File: src/rtl/batchnorm_channel_pipe.sv
`default_nettype none
// ============================================================================
// Module  : batchnorm_channel_pipe
// Brief   : Two-stage per-channel affine (gamma*x + beta) with clip and ReLU.
// Revision: 1.0 - initial release
// ============================================================================
module batchnorm_channel_pipe #(
    parameter  int DATA_W = 8,
    parameter  int FRAC   = 4,
    parameter  int CH     = 4,
    localparam int CH_W   = (CH > 1) ? $clog2(CH) : 1
) (
    input  logic                     clk,
    input  logic                     rst_n,
    input  logic signed [DATA_W-1:0] in_data,
    input  logic                     in_valid,
    output logic                     in_ready,
    input  logic                     in_last,
    output logic signed [DATA_W-1:0] out_data,
    output logic [CH_W-1:0]          out_ch,
    output logic                     out_valid,
    input  logic                     out_ready,
    input  logic                     relu_en,
    input  logic                     cfg_we,
    input  logic [CH_W-1:0]          cfg_ch,
    input  logic signed [DATA_W-1:0] cfg_gamma,
    input  logic signed [DATA_W-1:0] cfg_beta,
    output logic [15:0]              sat_count
);

    localparam int c_prod_w = 2 * DATA_W;
    localparam int c_sum_w  = 2 * DATA_W + 1;
    localparam logic signed [c_sum_w-1:0] c_max = c_sum_w'((2 ** (DATA_W - 1)) - 1);
    localparam logic signed [c_sum_w-1:0] c_min = c_sum_w'(-(2 ** (DATA_W - 1)));
    localparam logic signed [DATA_W-1:0]  c_one = DATA_W'(2 ** FRAC);

    logic signed [DATA_W-1:0]   r_gamma [CH];
    logic signed [DATA_W-1:0]   r_beta  [CH];
    logic [CH_W-1:0]            r_ch_cnt;
    logic                       r_s1_valid;
    logic signed [c_prod_w-1:0] r_s1_prod;
    logic signed [DATA_W-1:0]   r_s1_beta;
    logic [CH_W-1:0]            r_s1_ch;
    logic                       r_out_valid;
    logic signed [DATA_W-1:0]   r_out_data;
    logic [CH_W-1:0]            r_out_ch;
    logic                       r_out_sat;
    logic [15:0]                r_sat_count;

    logic                       w_en;
    logic                       w_acc;
    logic signed [c_prod_w-1:0] w_shift;
    logic signed [c_sum_w-1:0]  w_sum;
    logic                       w_over;
    logic                       w_under;
    logic signed [DATA_W-1:0]   w_clip;
    logic signed [DATA_W-1:0]   w_res;

    // One enable moves the whole pipeline, so a stalled output freezes every stage.
    assign w_en      = !r_out_valid || out_ready;
    assign w_acc     = in_valid && w_en;
    assign in_ready  = w_en;
    assign out_valid = r_out_valid;
    assign out_data  = r_out_data;
    assign out_ch    = r_out_ch;
    assign sat_count = r_sat_count;

    // Out-of-range cfg_ch matches no entry and is dropped.
    always_ff @(posedge clk) begin
        for (int i = 0; i < CH; i++) begin
            if (!rst_n) begin
                r_gamma[i] <= c_one;
                r_beta[i]  <= '0;
            end else if (cfg_we && (cfg_ch == CH_W'(i))) begin
                r_gamma[i] <= cfg_gamma;
                r_beta[i]  <= cfg_beta;
            end
        end
    end

    always_ff @(posedge clk) begin
        if (!rst_n) begin
            r_ch_cnt <= '0;
        end else if (w_acc) begin
            if (in_last || (r_ch_cnt == CH_W'(CH - 1))) begin
                r_ch_cnt <= '0;
            end else begin
                r_ch_cnt <= r_ch_cnt + 1'b1;
            end
        end
    end

    always_ff @(posedge clk) begin
        if (!rst_n) begin
            r_s1_valid <= 1'b0;
            r_s1_prod  <= '0;
            r_s1_beta  <= '0;
            r_s1_ch    <= '0;
        end else if (w_en) begin
            r_s1_valid <= w_acc;
            if (w_acc) begin
                r_s1_prod <= in_data * r_gamma[r_ch_cnt];
                r_s1_beta <= r_beta[r_ch_cnt];
                r_s1_ch   <= r_ch_cnt;
            end
        end
    end

    assign w_shift = r_s1_prod >>> FRAC;
    assign w_sum   = {w_shift[c_prod_w-1], w_shift}
                   + {{(c_sum_w - DATA_W){r_s1_beta[DATA_W-1]}}, r_s1_beta};
    assign w_over  = w_sum > c_max;
    assign w_under = w_sum < c_min;

    always_comb begin
        w_clip = w_sum[DATA_W-1:0];
        if (w_over) begin
            w_clip = {1'b0, {(DATA_W - 1){1'b1}}};
        end else if (w_under) begin
            w_clip = {1'b1, {(DATA_W - 1){1'b0}}};
        end
        w_res = (relu_en && w_clip[DATA_W-1]) ? '0 : w_clip;
    end

    always_ff @(posedge clk) begin
        if (!rst_n) begin
            r_out_valid <= 1'b0;
            r_out_data  <= '0;
            r_out_ch    <= '0;
            r_out_sat   <= 1'b0;
        end else if (w_en) begin
            r_out_valid <= r_s1_valid;
            if (r_s1_valid) begin
                r_out_data <= w_res;
                r_out_ch   <= r_s1_ch;
                r_out_sat  <= w_over || w_under;
            end
        end
    end

    always_ff @(posedge clk) begin
        if (!rst_n) begin
            r_sat_count <= '0;
        end else if (r_out_valid && out_ready && r_out_sat && (r_sat_count != 16'hFFFF)) begin
            r_sat_count <= r_sat_count + 16'd1;
        end
    end

endmodule
`default_nettype wire

File: config.mk
export PLATFORM = sky130hd
export DESIGN_NAME = batchnorm_channel_pipe
export DESIGN_NICKNAME = d
export VERILOG_FILES = /design/src/rtl/batchnorm_channel_pipe.sv
export SDC_FILE = /design/constraint.sdc
export NUM_CORES = 1
export LEC_CHECK = 0
export CORE_MARGIN = 1
export CORE_UTILIZATION = 50
export CTS_BUF_LIST = sky130_fd_sc_hd__clkbuf_2
export DETAILED_ROUTE_END_ITERATION = 6
export GPL_TIMING_DRIVEN = 0
export PLACE_DENSITY_LB_ADDON = 0.2
export RECOVER_POWER = 100
export SLEW_MARGIN = 20
export SYNTH_ARGS = -nofsm -noshare
export SYNTH_HDL_FRONTEND = slang
export SYNTH_SLANG_ARGS = --single-unit
export TNS_END_PERCENT = 50
File: constraint.sdc
create_clock -name clk -period 9.47 [get_ports clk]
set_input_delay 1.894 -clock clk [delete_from_list [all_inputs] [get_ports clk]]
set_output_delay 1.894 -clock clk [all_outputs]
set_load 0.02 [all_outputs]
# After elaboration in Yosys (flattened, before gate mapping)
# Memory sizes are Yosys's and may differ from the RTL's. A register that Yosys moved wholly into a read port is not among the register bits.
# Cells that the tools add are included.
[word_totals]
reg_bits = 49
mem_bits_rw = 64
mem_count = 2
[classes]
addsub = 3
n_mul = 1
n_lt_le_gt_ge = 2
n_eq_ne = 5
n_mux = 27
n_bitwise = 8
reduce_logical = 17
[mem_list]
columns = ["memory", "depth", "word_bits", "rd", "rd_clocked_by_memory_dff", "write_ports", "line", "text"]
rows = [
  ["r_beta", 4, 8, 1, 1, 4, "38", "logic signed [DATA_W-1:0] r_beta [CH];"],
  ["r_gamma", 4, 8, 1, 1, 4, "37", "logic signed [DATA_W-1:0] r_gamma [CH];"],
]
[ops]
columns = ["cell", "count"]
rows = [
  ["$mux W8", 11],
  ["$add A16 B1 Y16 const B", 1],
  ["$mul A8 B8 Y16", 1],
  ["$ne A16 B16 Y1 const B", 1],
  ["$add A12 B8 Y13", 1],
  ["$gt A13 B8 Y1 const B", 1],
  ["$lt A13 B8 Y1 const B", 1],
  ["$mux W1", 13],
  ["$logic_and A1 B1 Y1", 9],
  ["$or A1 B1 Y1", 8],
  ["$eq A2 B2 Y1 const B", 3],
  ["$mux W2", 3],
  ["$reduce_and A2 Y1", 2],
  ["$logic_or A1 B1 Y1", 3],
  ["$add A2 B1 Y2 const B", 1],
  ["$eq A2 B1 Y1 const B", 1],
  ["$logic_not A1 Y1", 2],
  ["$logic_not A2 Y1", 1],
]

# Longest topological paths before layout
[depth]
ltp_word = 6
depth_mapped = 21
depth_no_buf = 20

# Worst setup path before layout
# No wires, ideal clock.
[synth_path]
path_type = "input to register"
from = "input port in_data[0]"
to = "register r_s1_prod[15]"
setup_ps = 136
arrival_time_ps = 5814
required_ps = 9334
setup_slack_ps = 3520
path_stages = 15
n_path_buf = 0
cell_sequence = "or2_2 > fa_1 > fa_1 > inv_1 > fa_1 > inv_1 > fa_1 > inv_1 > ha_1 > o21ai_0 > o21bai_1 > a31o_2 > a41o_1 > o41ai_1 > o211ai_1"
[synth_via]
elab_chain_cells = 1
[synth_rtl]
columns = ["element", "line", "text"]
rows = [
  ["start, declared", "15", "input logic signed [DATA_W-1:0] in_data,"],
  ["$mul A8 B8 Y16", "102", "r_s1_prod <= in_data * r_gamma[r_ch_cnt];"],
  ["end signal, assigned", "102", ""],
  ["end, declared", "41", "logic signed [c_prod_w-1:0] r_s1_prod;"],
]
# No other way between the ends.
# A chain may end at the register's enable or synchronous reset.

# Worst setup path in the final report
# Same ends and word-level chain as after synthesis.

==> metrics.md <==
| Metric | Value |
|---|---|
| Status | complete, no violations |
| Placed cells | ~1100 |
| Hold depth | 2 |
| Worst EP required | 10.01 ns |
| Final wirelength | 16900 um |
| Root buffer cell | clkbuf_2 |
| Die width | roughly 130 um |
| Post-CTS Setup Bufs | 0 |
| IO Pins | just over 60 |
| Via count | between 5000 and 6000 |
| Leak pwr | 0.00384 uW |
| Synth area leader | edfxtp_1 |
| First-pass iteration count of the detailed router | 6 |
| Ranking of synthesized cells by area | edfxtp_1 23%, dfxtp_1 13%, fa_1 13%, and2_1 9.2%, ha_1 6.4% |
| Arr. time, crit path | 6.78 ns |
| Setup_tns | 0 ns |
| Port bufs | 60 |
| # fillers | between 1000 and 1500 |
| Critical path class | in -> reg |
| Min Tclk post-route | ~6.2 ns |
| Post-cts sizing count | 0 |
| Seq/Total Area, Yosys | a little over a third |
| H-tree Lvls | 4 |
| Ys async rst share | 0% |
| Final Util | a little under 60% |
| Final Hold Viols | 0 |
| CTS sink count | around 120 |
| Net Count, Synth | about 930 |
| Hold buffer count at cts | 0 |
| Global route overflow | 0 |
| Detailed Place HPWL | ~13000 um |
| EDFF count, synth | 64 |
| Mapped Cells | between 700 and 800 |
| R2R cell count | 18 |
| Setup WS pre-CTS | ~2.6 ns |
| # rows | 46 |
| Syn_area_per_cell | between 10 and 15 um^2 |
| Crit path max fanout | 7 |
| RSZ-0062 raised after global routing | no |
| Layout area overhead | 12.7% |
| Clock insertion delay at the later pin of the skew report | around 0.65 ns |
| Total CTS buffers | 17 |
| First-pass GRT wire length | roughly 29000 um |
| Cell variety after synth | 67 |
| DRC violation total after the first TritonRoute iteration | approximately 280 |
| Slew Limit Fails | 0 |
| GP Congestion | around 0.85 |
| Final setup margin | 3.24 ns |
| GR Util All Layers | approximately 22% |
| CTS tree | built |
| Slew of the pin with the lowest slew margin | ~1.4 ns |
| Min Hold Slack | 0.475 ns |
| Tightest Hold Check Type | reg -> reg |
| Largest net degree at the start of global routing | 17 |
| Final setup fails | 0 |
| Fin nets | just over 1000 |
| Area of the multi-input gates | between 4000 and 5000 um^2 |
| Antenna viol nets, final | 0 |
| Maximum operating frequency | between 150 and 200 MHz |
| Initial Util | approximately half |
| Routed len/inst | 15.2 um |
| DRC | 0 |
| Via/cell ratio | ~5.4 |
| Max IR drop VDD | between 100 and 150 uV |
| #FFs+latches synth | 119 |
| Clock tree buffer depth | 2 |
| Full die area | approximately 17000 um^2 |
| Clock Skews | between 0.02 and 0.03 ns |
| Power Density | between 150 and 200 nW/um^2 |
| Mapped Area | about 8300 um^2 |
| # Max-Cap Violations | 0 |
| Initial antenna violation count | 1 |
| Clk slew on worst S/H paths | approximately 0.17 ns |
| Register Area | ~3000 um^2 |
| Top FF cell, synth | edfxtp_1 |
| Relative slew slack | under 10% |
| Yosys warnings | 0 |
| Vias in the first global route | about 6000 |
| Ratio of cells with drive above 1 in the final layout | 7.73% |
| Final instance count without filler cells | 1110 |
| Crit share post-route | ~66% |
| Die height | about 130 um |
| Startpoint types | primary input |
| Synth top area share | roughly a quarter |
| Critical Path Sink Type | flop |
| CORE AREA | approximately 16000 um^2 |
[routing by layer]
metal / vias up / GRT usage, % / part of all wire [%]
met4: 0 / 6.83 / 1.5
met2: 126 / 39.4 / 51
met1: 2916 / 27.5 / 43
met3: 23 / 3.38 / 4.0
li1: 2874 / - / -
met5: - / 0 / 0
[stage by stage]
step	cell area, um^2	total power (uW)
final	9300	1860
after global routing	9300	2070
after CTS	9360	1890
after detailed placement	9200	1640
after global placement	9120	1610
after floorplan	8250	1410
[area by class of cell]
type / count / share of cell area [%]
Multi-Input combinational cell: 555 / 51.1
Sequential cell: 119 / 32.5
Antenna cell: 1 / 0.0269
Tap cell: 216 / 2.91
Inverter: 99 / 3.99
Timing Repair Buffer: 64 / 6.62
Buffer: 24 / 1.06
Clock buffer: 22 / 1.18
Clock inverter: 10 / 0.632
[cell families after synthesis]
group / Yosys count / synth area share, %
compound gates: 112 / 10.2
xor+xnor: 32 / 3.40
fa+ha+maj: 97 / 19.7
buf+inv: 123 / 5.70
flops: 119 / 36.6
mux: 21 / 4.85
simple gates: 293 / 19.5
[critical path: stages]
cell and delay [ns]:
dlygate4sd3_1 0.64, or2_2 0.35, fa_1 0.52, fa_1 0.55
inv_1 0.06, fa_1 0.54, inv_1 0.06, fa_1 0.52
inv_1 0.04, ha_1 0.31, o21ai_0 0.11, o21bai_1 0.11
a31o_2 0.27, a41o_1 0.25, o41ai_1 0.40, o211ai_1 0.16
[sequential cells by signal (all words and copies together), names as in the netlist, 2 cells and up, named ones only]
name,count
out_ch,2
r_ch_cnt,2
r_s1_beta,8
r_beta,32
out_data,8
r_gamma,32
r_s1_prod,12
sat_count,16
r_s1_ch,2
[path summary, 6_finish.rpt]
check	startpoint	to	slack (ns)
max	in_data[0]	r_s1_prod[15]$_SDFFE_PN0P_	3.24
min	r_s1_ch[1]$_SDFFE_PN0P_	r_s1_ch[1]$_SDFFE_PN0P_	0.47
max reg2reg	flop	r_s1_prod[15]$_SDFFE_PN0P_	3.74
min reg2reg	r_s1_ch[1]$_SDFFE_PN0P_	r_s1_ch[1]$_SDFFE_PN0P_	0.47
[cells in the mapped netlist, types with 2 or more instances]
cell and n:
o31ai_1 2, nor3_1 10, o21bai_1 2, o21ai_1 2
o41ai_1 2, fa_1 55, nand4_1 7, a21oi_1 8
edfxtp_1 64, a211oi_2 2, dfxtp_1 55, and2_1 122
nand2_1 72, nor3b_1 2, clkbuf_1 20, inv_1 99
mux2i_1 4, a31oi_1 2, or3_1 7, nor2b_1 8
nand3_1 18, nand3b_1 2, o211ai_1 12, a21oi_2 3
xor2_1 13, o21a_1 4, o22ai_1 7, a211oi_1 6
xnor2_1 19, a21o_1 4, nand2b_1 3, a21boi_0 18
nand4b_1 2, or2_2 2, and3_1 9, o21ai_0 20
ha_1 42, buf_1 2, mux4_2 15, a211o_1 2
nor2_1 23
[layout by cell type (no fill, tap or decap), drive strengths merged, types with 10 or more instances in the layout]
master,instances
o211ai,13
nor2,23
edfxtp,64
fa,55
clkbuf,46
nor3,10
inv,101
nand3,18
mux4,15
ha,42
clkdlybuf4s50,28
dlygate4sd3,32
nand2,73
xnor2,19
a21oi,12
o21ai,23
and2,122
xor2,13
a21boi,18
dfxtp,55
[power by group]
group / total, uW / switching (uW) / internal (uW) / leakage (uW)
sequential: 617 / 23.7 / 593 / 0.00108
combinational: 989 / 556 / 432 / 0.00263
clock: 254 / 183 / 71.1 / 0.000128
Power figures use the tool's default switching activity.
